$ cat src/rtl/dsp38_pkg.sv
// Shared widths, state encoding and operand/product types for the DSP38 MAC sequencer.
// Latency: n/a (types only).
// Backpressure: n/a.
package dsp38_pkg;

    localparam int A_W = 20;
    localparam int B_W = 18;
    localparam int Z_W = 38;

    typedef logic [A_W-1:0] opa_t;
    typedef logic [B_W-1:0] opb_t;
    typedef logic [Z_W-1:0] prod_t;
    typedef logic [Z_W-1:0] acc_t;
    typedef logic [Z_W:0]   sum_t;

    typedef enum logic [1:0] {IDLE, RUN, DRAIN, DONE} seq_state_t;

    // 20x18 unsigned product always fits in 38 bits.
    function automatic prod_t mul(input opa_t a, input opb_t b);
        return prod_t'(a) * prod_t'(b);
    endfunction

endpackage

$ cat src/rtl/dsp38_mac_core.sv
// DSP38 MAC primitive: PIPE-stage registered multiply feeding a 38-bit accumulator with sticky carry-out.
// Latency: accumulator reflects a pushed pair PIPE cycles after the push.
// Backpressure: none; accepts a push every cycle.
module dsp38_mac_core
    import dsp38_pkg::*;
#(
    parameter int PIPE = 1
) (
    input  logic clk,
    input  logic reset,
    input  logic clr,
    input  logic push,
    input  opa_t a,
    input  opb_t b,
    output acc_t acc,
    output logic ovf
);

    prod_t            pipe_dat [PIPE];
    logic [PIPE-1:0]  pipe_vld;
    sum_t             sum;

    assign sum = {1'b0, acc} + {1'b0, pipe_dat[PIPE-1]};

    always_ff @(posedge clk or posedge reset) begin
        if (reset) begin
            for (int i = 0; i < PIPE; i++) begin
                pipe_dat[i] <= '0;
            end
            pipe_vld <= '0;
            acc      <= '0;
            ovf      <= 1'b0;
        end else begin
            if (push) begin
                pipe_dat[0] <= mul(a, b);
            end
            pipe_vld[0] <= push;
            for (int i = 1; i < PIPE; i++) begin
                pipe_dat[i] <= pipe_dat[i-1];
                pipe_vld[i] <= pipe_vld[i-1];
            end
            if (clr) begin
                acc <= '0;
                ovf <= 1'b0;
            end else if (pipe_vld[PIPE-1]) begin
                acc <= sum[Z_W-1:0];
                ovf <= ovf | sum[Z_W];
            end
        end
    end

endmodule

$ cat src/rtl/dsp38_mac_sequencer.sv
// Dot-product sequencer: takes a job (start+len), streams len operand pairs into the MAC core, drains, presents the result.
// Latency: start to res_valid = 1 + len + PIPE cycles with no operand gaps; len==0 gives res_valid one cycle after start.
// Backpressure: op_ready only while RUN and pairs remain; res_valid holds in DONE until res_ready.
module dsp38_mac_sequencer
    import dsp38_pkg::*;
#(
    parameter int LEN_W = 8,
    parameter int PIPE  = 1
) (
    input  logic             clk,
    input  logic             reset,
    input  logic             start,
    input  logic [LEN_W-1:0] len,
    input  logic             op_valid,
    output logic             op_ready,
    input  logic [A_W-1:0]   op_a,
    input  logic [B_W-1:0]   op_b,
    output logic             res_valid,
    input  logic             res_ready,
    output logic [Z_W-1:0]   res_z,
    output logic             res_ovf,
    output logic             busy
);

    localparam logic [2:0] DRAIN_LAST = 3'(PIPE - 1);

    seq_state_t       state, state_nxt;
    logic [LEN_W-1:0] len_q, len_nxt;
    logic [LEN_W-1:0] cnt, cnt_nxt;
    logic [2:0]       dcnt, dcnt_nxt;
    logic             clr;
    logic             push;

    assign op_ready  = (state == RUN) && (cnt < len_q);
    assign push      = op_valid && op_ready;
    assign res_valid = (state == DONE);
    assign busy      = (state != IDLE);

    always_ff @(posedge clk or posedge reset) begin
        if (reset) begin
            state <= IDLE;
            len_q <= '0;
            cnt   <= '0;
            dcnt  <= '0;
        end else begin
            state <= state_nxt;
            len_q <= len_nxt;
            cnt   <= cnt_nxt;
            dcnt  <= dcnt_nxt;
        end
    end

    always_comb begin
        state_nxt = state;
        len_nxt   = len_q;
        cnt_nxt   = cnt;
        dcnt_nxt  = dcnt;
        clr       = 1'b0;
        case (state)
            IDLE: begin
                if (start) begin
                    // Clearing on every accepted job also gives len==0 a zero result.
                    clr       = 1'b1;
                    len_nxt   = len;
                    cnt_nxt   = '0;
                    state_nxt = (len == '0) ? DONE : RUN;
                end
            end
            RUN: begin
                if (push) begin
                    cnt_nxt = cnt + LEN_W'(1);
                    if (cnt_nxt == len_q) begin
                        dcnt_nxt  = '0;
                        state_nxt = DRAIN;
                    end
                end
            end
            DRAIN: begin
                dcnt_nxt = dcnt + 3'd1;
                if (dcnt == DRAIN_LAST) begin
                    state_nxt = DONE;
                end
            end
            DONE: begin
                if (res_ready) begin
                    state_nxt = IDLE;
                end
            end
            default: state_nxt = IDLE;
        endcase
    end

    dsp38_mac_core #(
        .PIPE (PIPE)
    ) u_core (
        .clk   (clk),
        .reset (reset),
        .clr   (clr),
        .push  (push),
        .a     (op_a),
        .b     (op_b),
        .acc   (res_z),
        .ovf   (res_ovf)
    );

endmodule

$ cat config.mk
export PLATFORM = sky130hd
export DESIGN_NAME = dsp38_mac_sequencer
export DESIGN_NICKNAME = d
export VERILOG_FILES = /design/src/rtl/dsp38_pkg.sv /design/src/rtl/dsp38_mac_core.sv /design/src/rtl/dsp38_mac_sequencer.sv
export SDC_FILE = /design/constraint.sdc
export NUM_CORES = 1
export LEC_CHECK = 0
export CORE_AREA = 3 3 242 196
export CTS_CLUSTER_DIAMETER = 200
export DETAILED_ROUTE_END_ITERATION = 12
export DIE_AREA = 0 0 245 199
export HOLD_SLACK_MARGIN = 0.15
export PLACE_DENSITY = 0.68
export SKIP_CTS_REPAIR_TIMING = 1
export SLEW_MARGIN = 20
export SYNTH_ARGS = -nofsm -noshare
export SYNTH_HDL_FRONTEND = slang
export SYNTH_SLANG_ARGS = --single-unit
$ cat constraint.sdc
create_clock -name clk -period 4.5 [get_ports clk]
set_input_delay 0.675 -clock clk [delete_from_list [all_inputs] [get_ports clk]]
set_output_delay 0.675 -clock clk [all_outputs]
set_load 0.01 [all_outputs]
==> flow_metrics.env <==
export IMPL_max_slew_margin=0.521
export IMPL_grt_pass1_wl_um=76600
export IMPL_first_pass_iters=5
export IMPL_synthFlopType="dfrtp_1"
export IMPL_numCtsBuffers=9
export IMPL_clock_latency_ns=0.36
export IMPL_areaGrowthSynthToFinish_pct=23.9
export IMPL_ys_seq_elements=99
export IMPL_crit_path_max_fanout=7
export IMPL_hold_viol_final=0
export IMPL_routedWlPerCell_um=16.4
export IMPL_dpl_hpwl_um=39500
export IMPL_nNetsFinal=2815
export IMPL_drive_gt1_frac=0.190
export IMPL_core_area_um2=45500
export IMPL_grt_pass1_vias=15000
export IMPL_cts_path_max_buffers=2
export IMPL_yosys_warnings=0
export IMPL_fmax_mhz=162
export IMPL_synth_top_area_share=0.321
export IMPL_rows=70
export IMPL_cts_sinks=99
export IMPL_start_kind="input pin"
export IMPL_wl_met2_um=23100
export IMPL_failed_checks="negative setup slack"
export IMPL_end_kind="flip-flop"
export IMPL_routed_wl_um=48100
export IMPL_fp_dieH_um=199
export IMPL_cts_root_buf="clkbuf_16"
export IMPL_ys_async_sr_fraction=1.00
export IMPL_hold_depth=2
export IMPL_final_cell_mix="inv_1 (347), nand2_1 (309), fa_1 (275)"
export IMPL_synthCells=2078
export IMPL_seq_area_frac_synth=0.137
export IMPL_via_count=14800
export IMPL_layout_min_cycle_time_ns=6.17
export IMPL_syn_nets=2583
export IMPL_netlist_area_um2=18000
export IMPL_place_gp_congestion=0.914
export IMPL_critical_path_class="input pin to flip-flop"
export IMPL_cp_required_ns=4.77
export IMPL_start_util=0.397
export IMPL_hold_class="flip-flop to flip-flop"
export IMPL_dieArea_um2=48800
export IMPL_setup_viol=28
export IMPL_crit_arrival_ns=6.44
export IMPL_grt_max_degree=68
export IMPL_synthDistinctLibCells=72
export IMPL_grt_total_usage=0.193
export IMPL_die_width_um=245
export IMPL_period_share=1.37
export IMPL_worstMarginPinSlew_ns=0.717
export IMPL_top_layer="met4"
export IMPL_yosysTopAreaCell="fa_1"
export IMPL_layout_commonest_cell="inv_1"
export IMPL_wl_met3_um=2080
export IMPL_rr_worst_depth=13
export IMPL_htree_levels=3
export IMPL_outcome="finished with violations"
export IMPL_portBuffers=92
export IMPL_fin_ws_ns=-1.67
export IMPL_fin_cells=2927
export IMPL_drc_errors=0
export IMPL_drt_iter0_drc=839
export IMPL_rsz0062_at_grt="yes"
export IMPL_synth_edf_count=0
export IMPL_antenna_found_initial=0
export IMPL_postSynthAreaPerCell_um2=8.68
export IMPL_dp_cells=2873
export IMPL_viasPerCell=5.06
export IMPL_ant_nets=0
export IMPL_drv_slew=0
export IMPL_cap_violations=0
export IMPL_grt_overflow_total=0
export IMPL_diodes=0
export IMPL_ios=93
export IMPL_synthTopCellsByArea="fa_1 (32%), dfrtp_1 (14%), ha_1 (11%)"
export IMPL_wl_met1_um=22100
export IMPL_finalClockSkew_ns=0.0122
export IMPL_clk_pin_slew_ns=0.07
export IMPL_cts_tree="built"
[stage by stage]
step | hold WS (ns) | cell area [um2] | utilization | TNS (ns) | worst slack [ns]
detailed placement | 0.476 | 21100 | 0.465 | -56.64 | -2.41
finish | 0.493 | 22300 | 0.492 | -32.94 | -1.67
CTS | 0.496 | 21500 | 0.472 | -44.99 | -2.03
global route | 0.527 | 22300 | 0.492 | -37.80 | -1.82
global placement | 0.473 | 21100 | 0.465 | -54.66 | -2.29
floorplan | 0.443 | 18600 | - | -27.46 | -1.58
[flip-flops by register name, summed over array words and instances (netlist names)]
signal	count
dcnt	3
state	2
len_q	8
u_core.acc	38
u_core.pipe_vld	1
cnt	8
u_core.pipe_dat	38
u_core.ovf	1
[synth_stat cells, types with 3 or more instances]
library cell	number
o21a_1	11
buf_1	5
dfrtp_1	99
nor2b_1	8
a211oi_1	8
or3_1	4
ha_1	165
o21ai_0	88
mux2i_1	24
mux2_2	4
buf_2	3
nor2_1	66
nand3_1	24
fa_1	289
nand2b_1	10
o211ai_1	6
o21ai_1	8
clkbuf_1	92
a22oi_1	3
a21o_1	25
and2_1	154
xor2_1	29
o21ai_4	3
o31a_1	4
xnor2_1	38
o31ai_1	9
o21bai_1	10
nand2_1	325
nor3_1	17
a21oi_1	99
and3_1	7
a31oi_1	5
nand4_1	10
nor4_1	3
a211o_1	6
inv_1	368
[metal layers]
metal	vias to the layer above	GRT usage
li1	6977	-
met1	7426	0.275
met2	352	0.322
met3	56	0.0229
met4	0	0.0345
met5	-	0
[cell families after synthesis]
logic type | Yosys count | share of synthesized area
and+or+nand+nor | 637 | 0.165
xor gates and xnor gates | 67 | 0.0325
AOI/OAI and AO/OA | 321 | 0.115
adders and majority gates | 454 | 0.435
DFF | 99 | 0.137
muxes | 28 | 0.0158
buffers and inverters | 472 | 0.0990
[cell type report]
cell class	instances	area, um2
clock inverters	6	119
flip-flops and latches	99	2480
inverters	368	1380
multi-input cells	1507	14500
repair buffers	325	2890
clock buffers	10	229
well taps	612	766
fillers	4142	23100
[final timing paths]
path	startpoint	endpoint	slack, ns
setup / recovery	op_a[6]	u_core.pipe_dat[37]	-1.67
hold / removal	len_q[0]	len_q[0]	0.49
setup reg to reg	u_core.acc[0]	u_core.acc[32]	1.25
hold reg to reg	len_q[0]	len_q[0]	0.49
max in group asynchronous	reset	u_core.pipe_vld	2.88
min in group asynchronous	reset	len_q[6]	0.76
[critical path, cell delays in order]
cell and delay [ns]:
buf_6 0.09, buf_6 0.13, and2_4 0.16, fa_1 0.54, inv_2 0.04, fa_2 0.58, fa_1 0.44, fa_1 0.54
inv_2 0.05, fa_1 0.52, inv_2 0.04, fa_1 0.52, inv_2 0.05, ha_4 0.28, nand3_4 0.07, a2111oi_4 0.30
o31a_1 0.20, o211ai_2 0.11, a31o_4 0.27, a2111oi_4 0.36, o21ai_2 0.11, and3_4 0.15, o31ai_2 0.20
Power is not shown: default switching activity piles up to over one toggle a cycle in this logic, so the estimate is an artifact.
==> edit: new RTL, same settings <==
Re-encode `seq_state_t` (4 states) as one-hot, 4 bits wide.
--- a/src/rtl/dsp38_pkg.sv
+++ b/src/rtl/dsp38_pkg.sv
@@ -13,7 +13,7 @@
     typedef logic [Z_W-1:0] acc_t;
     typedef logic [Z_W:0]   sum_t;
 
-    typedef enum logic [1:0] {IDLE, RUN, DRAIN, DONE} seq_state_t;
+    typedef enum logic [3:0] {IDLE = 4'b0001, RUN = 4'b0010, DRAIN = 4'b0100, DONE = 4'b1000} seq_state_t;
 
     // 20x18 unsigned product always fits in 38 bits.
     function automatic prod_t mul(input opa_t a, input opb_t b);
Behaviour: same outputs for any inputs over 4 cycles, from zero or initial values and one cycle with reset high; so few cycles prove little.
==> edit against the original RTL <==
Critical endpoint is now u_core.pipe_dat[31]; worst setup slack gained 0.24 ns; hold slack worse by 0.0094 ns; register-to-register slack worse by 0.04 ns; wire length grew 1.8%; synthesized cell count decreased by 0.77%; sequential cell count is 2 higher; highest routed layer unchanged; area after synthesis increased by 0.15%; design area grew 3.5%; the flow still finishes with violations (negative setup slack).
Power is not shown: default switching activity piles up to over one toggle a cycle in this logic, so the estimate is an artifact.
==> edit: results (changes against the original RTL) <==
Placer Congestion 0.894 (-2.1%); 1st-iter DRT viols 1,042 (+24%); Critical Path AT 6.16 ns (-0.28 ns); worst-skew pair later-pin latency 0.36 ns (about the same); Worst Setup SP op_a[9]; relative slew slack 43.3% (-8.8 points); PnR worst setup slack -1.43 ns (+0.235 ns); Yosys cell types 77 (+6.9%); WHS Path Cells 2 (unchanged); via count 15.1k (+2.2%); H-tree depth 3 (unchanged); register area share after synthesis 14.0% (+0.26 points); Final TNS setup -28.93 ns (+4.00 ns); flop2flop setup slack 1.21 ns (-0.04 ns); count leader, synth inv_1; Total Wirelength 48.9 mm (+1.8%); All-Layer GR Usage 18.8% (-0.57 points); first-pass GRT wire length 74.8 mm (-2.3%); Post-synth top cells 361 x inv_1, 327 x nand2_1, 289 x fa_1, 161 x ha_1, 159 x and2_1; Worst R2R Path Depth 10 (-3); Fillers 4,018 (-3.0%); worst-case clock buffer depth 2 (unchanged); syn nets 2,563 (-0.77%); end of the worst register-to-register path u_core.pipe_dat[15]; largest cells by area after synthesis fa_1 32%, dfrtp_1 14%, ha_1 11%, inv_1 7.5%, nand2_1 6.8%; 1st-pass router iterations 6 (+1); top_reg_cell synth dfrtp_1; input/output buffers 92 (unchanged); status finished, violations left; Layout Skew 0.0115 ns (-0.000699 ns); largest registers u_core.acc x38, u_core.pipe_dat x38; worst-path maximum fanout 5 (-2); failing checks negative setup slack; Hold/Removal Path Class reg2reg; nets@finish 2,830 (+0.53%); largest net degree at the start of global routing 78 (+15%); final setup fails 27 (-3.6%); clock-pin slew on the worst setup and hold paths 0.07 ns (about the same); Critical Path Max Stage Delay 0.55 ns (-0.03 ns); initial antenna violation count 1 (+1); HPWL Detailed 37.9 mm (-4.0%); Setup crit end u_core.pipe_dat[31]; Yosys warning count 0 (unchanged); Async SR Flop Fraction 100% (unchanged); CP max-delay cell fa_1; cts bufs inserted 9 (unchanged); Clock Root Buffer clkbuf_16; share of cells above drive strength 1 21.7% (+2.7 points); reg2reg start cnt[1]
==> edit: changes by cell type after synthesis, moves of 6 or more <==
cell	before	now
a21oi_1	99	72
a21o_1	25	39
a31oi_1	5	16
clkbuf_1	92	84
inv_1	368	361
o21bai_1	10	4
==> edit: cell families after synthesis <==
logic type	Yosys count	synth area share (%)
simple gates	658	17.3
buf+inv	460	9.95
mux	32	1.79
compound gates	286	10.1
flops	101	14.0
fa+ha+maj	450	43.2
xor+xnor	75	3.64
==> edit: worst min-delay path by stage <==
stage	endpoint	from	slack [ns]
floorplan	u_core.pipe_dat[0]	u_core.pipe_dat[0]	0.44
global placement	u_core.pipe_dat[0]	u_core.pipe_dat[0]	0.46
detailed placement	u_core.pipe_dat[2]	u_core.pipe_dat[2]	0.47
CTS	u_core.pipe_dat[2]	u_core.pipe_dat[2]	0.49
global route	len_q[0]	len_q[0]	0.52
finish	u_core.pipe_dat[2]	u_core.pipe_dat[2]	0.48
==> edit: through the flow <==
| step | cells | hold WS, ns | worst slack, ns | cell area [um2] |
|---|---|---|---|---|
| 4_1_cts | 2876 | 0.491 | -1.80 | 21500 |
| 5_1_grt | 2946 | 0.523 | -1.62 | 23100 |
| 3_3_place_gp | 2861 | 0.465 | -2.15 | 21200 |
| 2_1_floorplan | 2062 | 0.443 | -1.41 | 18500 |
| 6_report | 2946 | 0.484 | -1.43 | 23100 |
| 3_5_place_dp | 2861 | 0.473 | -2.19 | 21200 |
==> edit: critical path, delay by kind of cell <==
family,cells,cell delay [ns]
adder cells (fa/ha/maj),7,3.29
XOR/XNOR,1,0.14
AND/OR/NAND/NOR,2,0.32
buffers and inverters,7,0.59
AO/OA/AOI/OAI,7,1.14
==> edit: layout make-up <==
class,instances,share of cell area [%]
antenna,1,0.0108
clock buffer,12,1.11
clock inverter,3,0.0920
inverter,361,5.90
multi-input combinational,1501,63.1
sequential,101,10.9
tap,612,3.31
timing repair buffer,355,15.6
==> edit: metal layers <==
| layer | global-route usage (%) | vias to the layer above | wire length (um) | share of wire, % |
|---|---|---|---|---|
| li1 | - | 7013 | - | - |
| met1 | 26.1 | 7608 | 21600 | 44 |
| met2 | 31.3 | 442 | 23400 | 48 |
| met3 | 2.82 | 72 | 3120 | 6.4 |
| met4 | 4.13 | 0 | 857 | 1.8 |
| met5 | 0 | - | 0 | 0 |
